## config.mk

```make
export PLATFORM = sky130hd
export DESIGN_NAME = multiplier_flat
export DESIGN_NICKNAME = d
export VERILOG_FILES = /design/src/rtl/multiplier_if.sv /design/src/rtl/multiplier.sv /design/src/flat_wrapper.sv
export SDC_FILE = /design/constraint.sdc
export NUM_CORES = 1
export LEC_CHECK = 0
export CORE_MARGIN = 8
export CORE_UTILIZATION = 45
export CTS_BUF_LIST = sky130_fd_sc_hd__clkbuf_16
export CTS_CLUSTER_SIZE = 8
export DETAILED_ROUTE_END_ITERATION = 10
export PLACE_DENSITY_LB_ADDON = 0.05
export SLEW_MARGIN = 10
export SYNTH_ARGS = -nofsm -noshare
export SYNTH_HDL_FRONTEND = slang
export SYNTH_SLANG_ARGS = --single-unit
export TNS_END_PERCENT = 10
```

## constraint.sdc

```tcl
create_clock -name clock -period 7.66 [get_ports clock]
set_input_delay 1.915 -clock clock [delete_from_list [all_inputs] [get_ports clock]]
set_output_delay 1.915 -clock clock [all_outputs]
set_load 0.05 [all_outputs]
```

## src/rtl/multiplier_if.sv

```systemverilog
// Operand/result bundle for the sequential 32x32 multiplier.
// Master drives a, b, symbol and start; slave returns busy, done and the product halves.
// No clock or reset inside; those stay as plain ports on the multiplier.
interface multiplier_if;
    logic [31:0] a;       // multiplicand
    logic [31:0] b;       // multiplier
    logic        start;   // request, taken only while idle
    logic        symbol;  // 1 = signed, 0 = unsigned
    logic        busy;    // operation in progress
    logic        done;    // one-cycle result pulse
    logic [31:0] hi;      // product bits 63:32
    logic [31:0] lo;      // product bits 31:0

    modport master (
        output a, b, start, symbol,
        input  busy, done, hi, lo
    );

    modport slave (
        input  a, b, start, symbol,
        output busy, done, hi, lo
    );
endinterface

```

## src/rtl/multiplier.sv

```systemverilog
// Sequential radix-2 shift-add 32x32 -> 64 multiplier, signed or unsigned.
// Latency: start at edge k, busy for cycles k+1..k+33, done pulse with new hi/lo at k+34.
// Backpressure: start is ignored while busy; a new start may be taken on the done cycle.
//
// Ports: clock, reset (synchronous, active-high); bus (multiplier_if.slave) carries
// a, b, symbol, start in and busy, done, hi, lo out.
// Optional macro MULTIPLIER_ZERO_SKIP_EN: a start with a zero operand jumps straight
// to the sign step (busy for one cycle, done at k+2).
module multiplier (
    input  logic        clock,
    input  logic        reset,
    multiplier_if.slave bus
);

    typedef enum logic [1:0] {
        IDLE = 2'd0,
        RUN  = 2'd1,
        SIGN = 2'd2
    } state_t;

    state_t      state;
    state_t      state_nxt;

    logic [63:0] acc;      // running sum of partial products
    logic [63:0] mcand;    // multiplicand magnitude, shifted left each step
    logic [31:0] mplr;     // multiplier magnitude, shifted right each step
    logic [4:0]  cnt;      // step index within RUN
    logic        neg;      // final result must be negated
    logic        done_r;
    logic [31:0] hi_r;
    logic [31:0] lo_r;

    logic        accept;
    logic        zero_op;
    logic [31:0] abs_a;
    logic [31:0] abs_b;

    assign accept = bus.start && (state == IDLE);

`ifdef MULTIPLIER_ZERO_SKIP_EN
    assign zero_op = (bus.a == 32'd0) || (bus.b == 32'd0);
`else
    assign zero_op = 1'b0;
`endif

    // Negating 0x8000_0000 wraps back to 0x8000_0000, which read as unsigned is
    // exactly the magnitude we want, so no extra bit is needed.
    assign abs_a = (bus.symbol && bus.a[31]) ? (32'd0 - bus.a) : bus.a;
    assign abs_b = (bus.symbol && bus.b[31]) ? (32'd0 - bus.b) : bus.b;

    always_ff @(posedge clock) begin
        if (reset) begin
            state <= IDLE;
        end else begin
            state <= state_nxt;
        end
    end

    always_comb begin
        state_nxt = state;
        case (state)
            IDLE: begin
                if (accept) begin
                    state_nxt = zero_op ? SIGN : RUN;
                end
            end
            RUN: begin
                // cnt==31 is the 32nd step being executed this cycle
                if (cnt == 5'd31) begin
                    state_nxt = SIGN;
                end
            end
            SIGN:    state_nxt = IDLE;
            default: state_nxt = IDLE;
        endcase
    end

    always_ff @(posedge clock) begin
        if (reset) begin
            acc    <= 64'd0;
            mcand  <= 64'd0;
            mplr   <= 32'd0;
            cnt    <= 5'd0;
            neg    <= 1'b0;
            done_r <= 1'b0;
            hi_r   <= 32'd0;
            lo_r   <= 32'd0;
        end else begin
            done_r <= 1'b0;
            case (state)
                IDLE: begin
                    if (accept) begin
                        acc   <= 64'd0;
                        mcand <= {32'd0, abs_a};
                        mplr  <= abs_b;
                        cnt   <= 5'd0;
                        neg   <= bus.symbol & (bus.a[31] ^ bus.b[31]);
                    end
                end
                RUN: begin
                    if (mplr[0]) begin
                        acc <= acc + mcand;
                    end
                    mcand <= mcand << 1;
                    mplr  <= mplr >> 1;
                    cnt   <= cnt + 5'd1;
                end
                SIGN: begin
                    // result becomes visible together with done, one cycle after SIGN
                    {hi_r, lo_r} <= neg ? (64'd0 - acc) : acc;
                    done_r       <= 1'b1;
                end
                default: begin
                end
            endcase
        end
    end

    assign bus.busy = (state != IDLE);
    assign bus.done = done_r;
    assign bus.hi   = hi_r;
    assign bus.lo   = lo_r;

endmodule

```

## src/flat_wrapper.sv

```systemverilog
// flat-port wrapper written by rule: the top's interface ports become plain ports
module multiplier_flat 
  (clock, reset, bus_a, bus_b, bus_start, bus_symbol, bus_busy, bus_done, bus_hi, bus_lo);
  multiplier_if bus_i ();
  input  logic clock;
  input  logic reset;
  input wire logic [$bits(bus_i.a)-1:0] bus_a;
  input wire logic [$bits(bus_i.b)-1:0] bus_b;
  input wire logic [$bits(bus_i.start)-1:0] bus_start;
  input wire logic [$bits(bus_i.symbol)-1:0] bus_symbol;
  output wire logic [$bits(bus_i.busy)-1:0] bus_busy;
  output wire logic [$bits(bus_i.done)-1:0] bus_done;
  output wire logic [$bits(bus_i.hi)-1:0] bus_hi;
  output wire logic [$bits(bus_i.lo)-1:0] bus_lo;
  assign bus_i.a = bus_a;
  assign bus_i.b = bus_b;
  assign bus_i.start = bus_start;
  assign bus_i.symbol = bus_symbol;
  assign bus_busy = bus_i.busy;
  assign bus_done = bus_i.done;
  assign bus_hi = bus_i.hi;
  assign bus_lo = bus_i.lo;
  multiplier u_core (.clock(clock), .reset(reset), .bus(bus_i));
endmodule
```

==> summary.txt <==
Floorplanning
  • Die width: 193.5 µm
  • Die Area: 37460 µm²
  • Core footprint: 31310 µm²
  • Num ports: 134
  • Die H: 193.5 µm
  • # rows: 65
  • Initial Util: 0.4530

STA
  • Max-slew headroom: 0.2573
  • Max-slew violations: 0
  • WHS: 460.4 ps
  • Setup TNS: 0 ps
  • Hold Vio Cnt, Final: 0
  • Fin crit period: 4436 ps
  • Min setup slack post-route: 3224 ps
  • Worst-margin pin slew: 1108 ps
  • Final worst path period share: 0.5791
  • Setup violations, final: 0
  • FMAX: 225.4 MHz
  • RSZ-0062 raised after global routing: no
  • Clock skew: 25.42 ps

Run
  • MaxCap Viol Count: 0

Routing
  • Routed via count: 13140
  • DR DRC count: 0
  • Final wirelength: 40000 µm
  • Drt via density: 5.707
  • Initial DRC count: 751
  • Antenna viol nets, final: 0
  • Per-cell routed wire length: 17.38 µm
  • Drt first pass iters: 7

Yosys
  • Post-synth EDFFs: 0
  • Async SR Flop Fraction: 0
  • Avg Cell Area, Syn: 7.798 µm²
  • Distinct cells, synth: 66
  • Mapped Area: 14180 µm²
  • YS warnings: 0
  • Register bit total from synthesis: 233
  • Top_reg_cell synth: dfxtp_1
  • Syn Inst Count: 1819
  • Seq/Total Area, Yosys: 0.3288
  • Syn nets: 1956

Critical path
  • Reg2Reg Launch Point: u_core.acc[0]
  • Worst EP arrival: 4780 ps
  • Data required time at the worst endpoint: 8010 ps
  • R2R depth: 13
  • CP max-delay cell: nor4b_1
  • Worst R2R Setup Slack: 3830 ps
  • Critical Path Start Type: input port
  • Crit Reg-Reg Endpoint: u_core.acc[56]
  • Crit-path cells: clkdlybuf4s50_1 -> inv_1 -> ha_1 -> nor4b_1 -> nand2_1 -> nor3_1 -> a21oi_1 -> nor2_1 -> o21ai_0 -> xor2_1 -> nand2_1 -> a21oi_1
  • Setup CP Type: input port to flip-flop
  • Crit. End Element: flip-flop
  • Crit path largest cell delay: 580 ps
  • Max FO, Critical Path: 6

Power
  • Peak supply drop: 0.1103 mV
  • PD cells: 176.0 nW/µm²
  • P_leak: 6.289 nW

Global routing
  • GR Util met1: 0.2923
  • Met2 GRT Util: 0.3171
  • Wire length of the first global-routing pass: 65670 µm
  • Total global routing track utilization: 0.2076
  • Largest net degree at the start of global routing: 87
  • Number of global-route vias before repair: 12540
  • Met3 Use GR: 0.04877
  • Top Usage Layer GRT: met2
  • Initial antenna violation count: 0
  • GR Overflow Total: 0

Layout
  • Most frequent cells in the layout: 232 x dfxtp_1, 221 x nand2_1, 207 x a21oi_1
  • Most common cell after layout, fill and taps aside: dfxtp_1
  • Synthesis-to-layout area growth: 17.49%
  • ANT cells: 0
  • Non-filler cells in the finished layout: 2302
  • Fraction of layout instances using a drive strength above 1: 0.04000
  • Net count, final: 2032
  • Layout Utilization: 0.5323

Clocking
  • CTS tree: built
  • Clk_lat worst skew: 520 ps
  • Clk Tree Root Cell: clkbuf_16
  • TritonCTS buffer count: 35
  • Clock Path Buffers: 3
  • CTS HTree Levels: 2
  • # hold bufs at CTS: 0
  • Setup Fix Bufs, Post-CTS: 0
  • Clock transition at the registers of the reported paths: 50 ps
  • Gates resized, CTS repair: 0
  • CTS sink cnt: 233

Place
  • DP Wirelength: 30140 µm
  • Routability cong.: 0.9064
  • Dpl ws: 2703 ps
  • Placed cells: 2260
  • IO Port Bufs: 133

Worst hold path
  • HP Start: u_core.bus.lo[0]
  • Worst Hold Path EP: u_core.bus.lo[0]
  • Hold Crit Depth: 2
  • Hold WC Path Type: flip-flop to flip-flop

Run status
  • Outcome: finished, final reports clean
-- per-layer routing --
metal | wire length [µm] | vias up
met5 | 0 | -
met4 | 701 | 0
met3 | 2643 | 48
met2 | 16750 | 308
met1 | 19910 | 6017
li1 | - | 6764
-- where the power goes --
group / switching [mW] / total (mW) / leakage [nW] / internal [mW]
combinational: 0.200 / 0.323 / 3.95 / 0.123
clock: 0.528 / 1.34 / 0.455 / 0.807
sequential: 0.0293 / 1.28 / 1.89 / 1.25
total: 0.758 / 2.93 / 6.29 / 2.18
-- sequential cells by signal, indices dropped and copies added (netlist names) --
name,count
u_core.acc,64
u_core.bus.done,1
u_core.bus.hi,32
u_core.bus.lo,32
u_core.cnt,5
u_core.mcand,64
u_core.mplr,32
u_core.neg,1
u_core.state,2
-- logic make-up after synthesis --
logic type	count (synthesis)	synth area share
flip-flops	233	0.3288
buffers and inverters	142	0.03793
AO/OA/AOI/OAI	612	0.2716
adder cells (fa/ha/maj)	69	0.06139
AND/OR/NAND/NOR	585	0.1899
multiplexers	4	0.002911
XOR/XNOR	174	0.1074
-- through the flow --
step | cell area, µm² | total power [mW]
after global routing | 16670 | 3.066
after floorplan | 14180 | 1.504
after detailed placement | 15750 | 1.621
after CTS | 16670 | 2.974
after global placement | 15750 | 1.619
final | 16670 | 2.933
-- synth_stat cells (all sizes together) (17+ instances only) --
cell type,count,share of area
o31ai,24,0.013
inv,33,0.0087
nand3,52,0.018
a211oi,70,0.037
xor2,116,0.072
dfxtp,233,0.33
xnor2,58,0.036
a21o,30,0.016
nor2,163,0.043
o41ai,17,0.012
nand2,221,0.058
a22oi,81,0.043
nor4,19,0.0094
nand4,27,0.012
a21oi,208,0.074
o21ai,119,0.042
ha,68,0.060
clkbuf,97,0.026
nor3,25,0.010
-- final cells by class --
| type | count | area, µm² |
|---|---|---|
| tap | 402 | 503.0 |
| clock inverter | 7 | 41.29 |
| sequential | 233 | 4666 |
| clock buffer | 35 | 875.8 |
| timing repair buffer | 148 | 1445 |
| fill | 3084 | 14650 |
| inverter | 33 | 123.9 |
| multi-input combinational | 1444 | 9011 |
-- critical path, delay by kind of cell --
kind	cells	cell delay, ps
AOI/OAI and AO/OA	3	450
adders and majority gates	1	180
and+or+nand+nor	5	1510
xor gates and xnor gates	1	170
buffers and inverters	2	540
-- how the worst max path moves through the flow --
stage	cells past startpoint	slack (ps)	from	end
detailed placement	12	2700	bus_a[0]	u_core.mcand[30]
finish	12	3220	bus_a[1]	u_core.mcand[30]
CTS	12	3240	bus_a[0]	u_core.mcand[30]
global route	12	2850	bus_a[0]	u_core.mcand[30]
floorplan	9	3470	bus_b[4]	u_core.mplr[29]
global placement	11	2740	bus_a[7]	u_core.mcand[30]
Power figures use the tool's default switching activity.
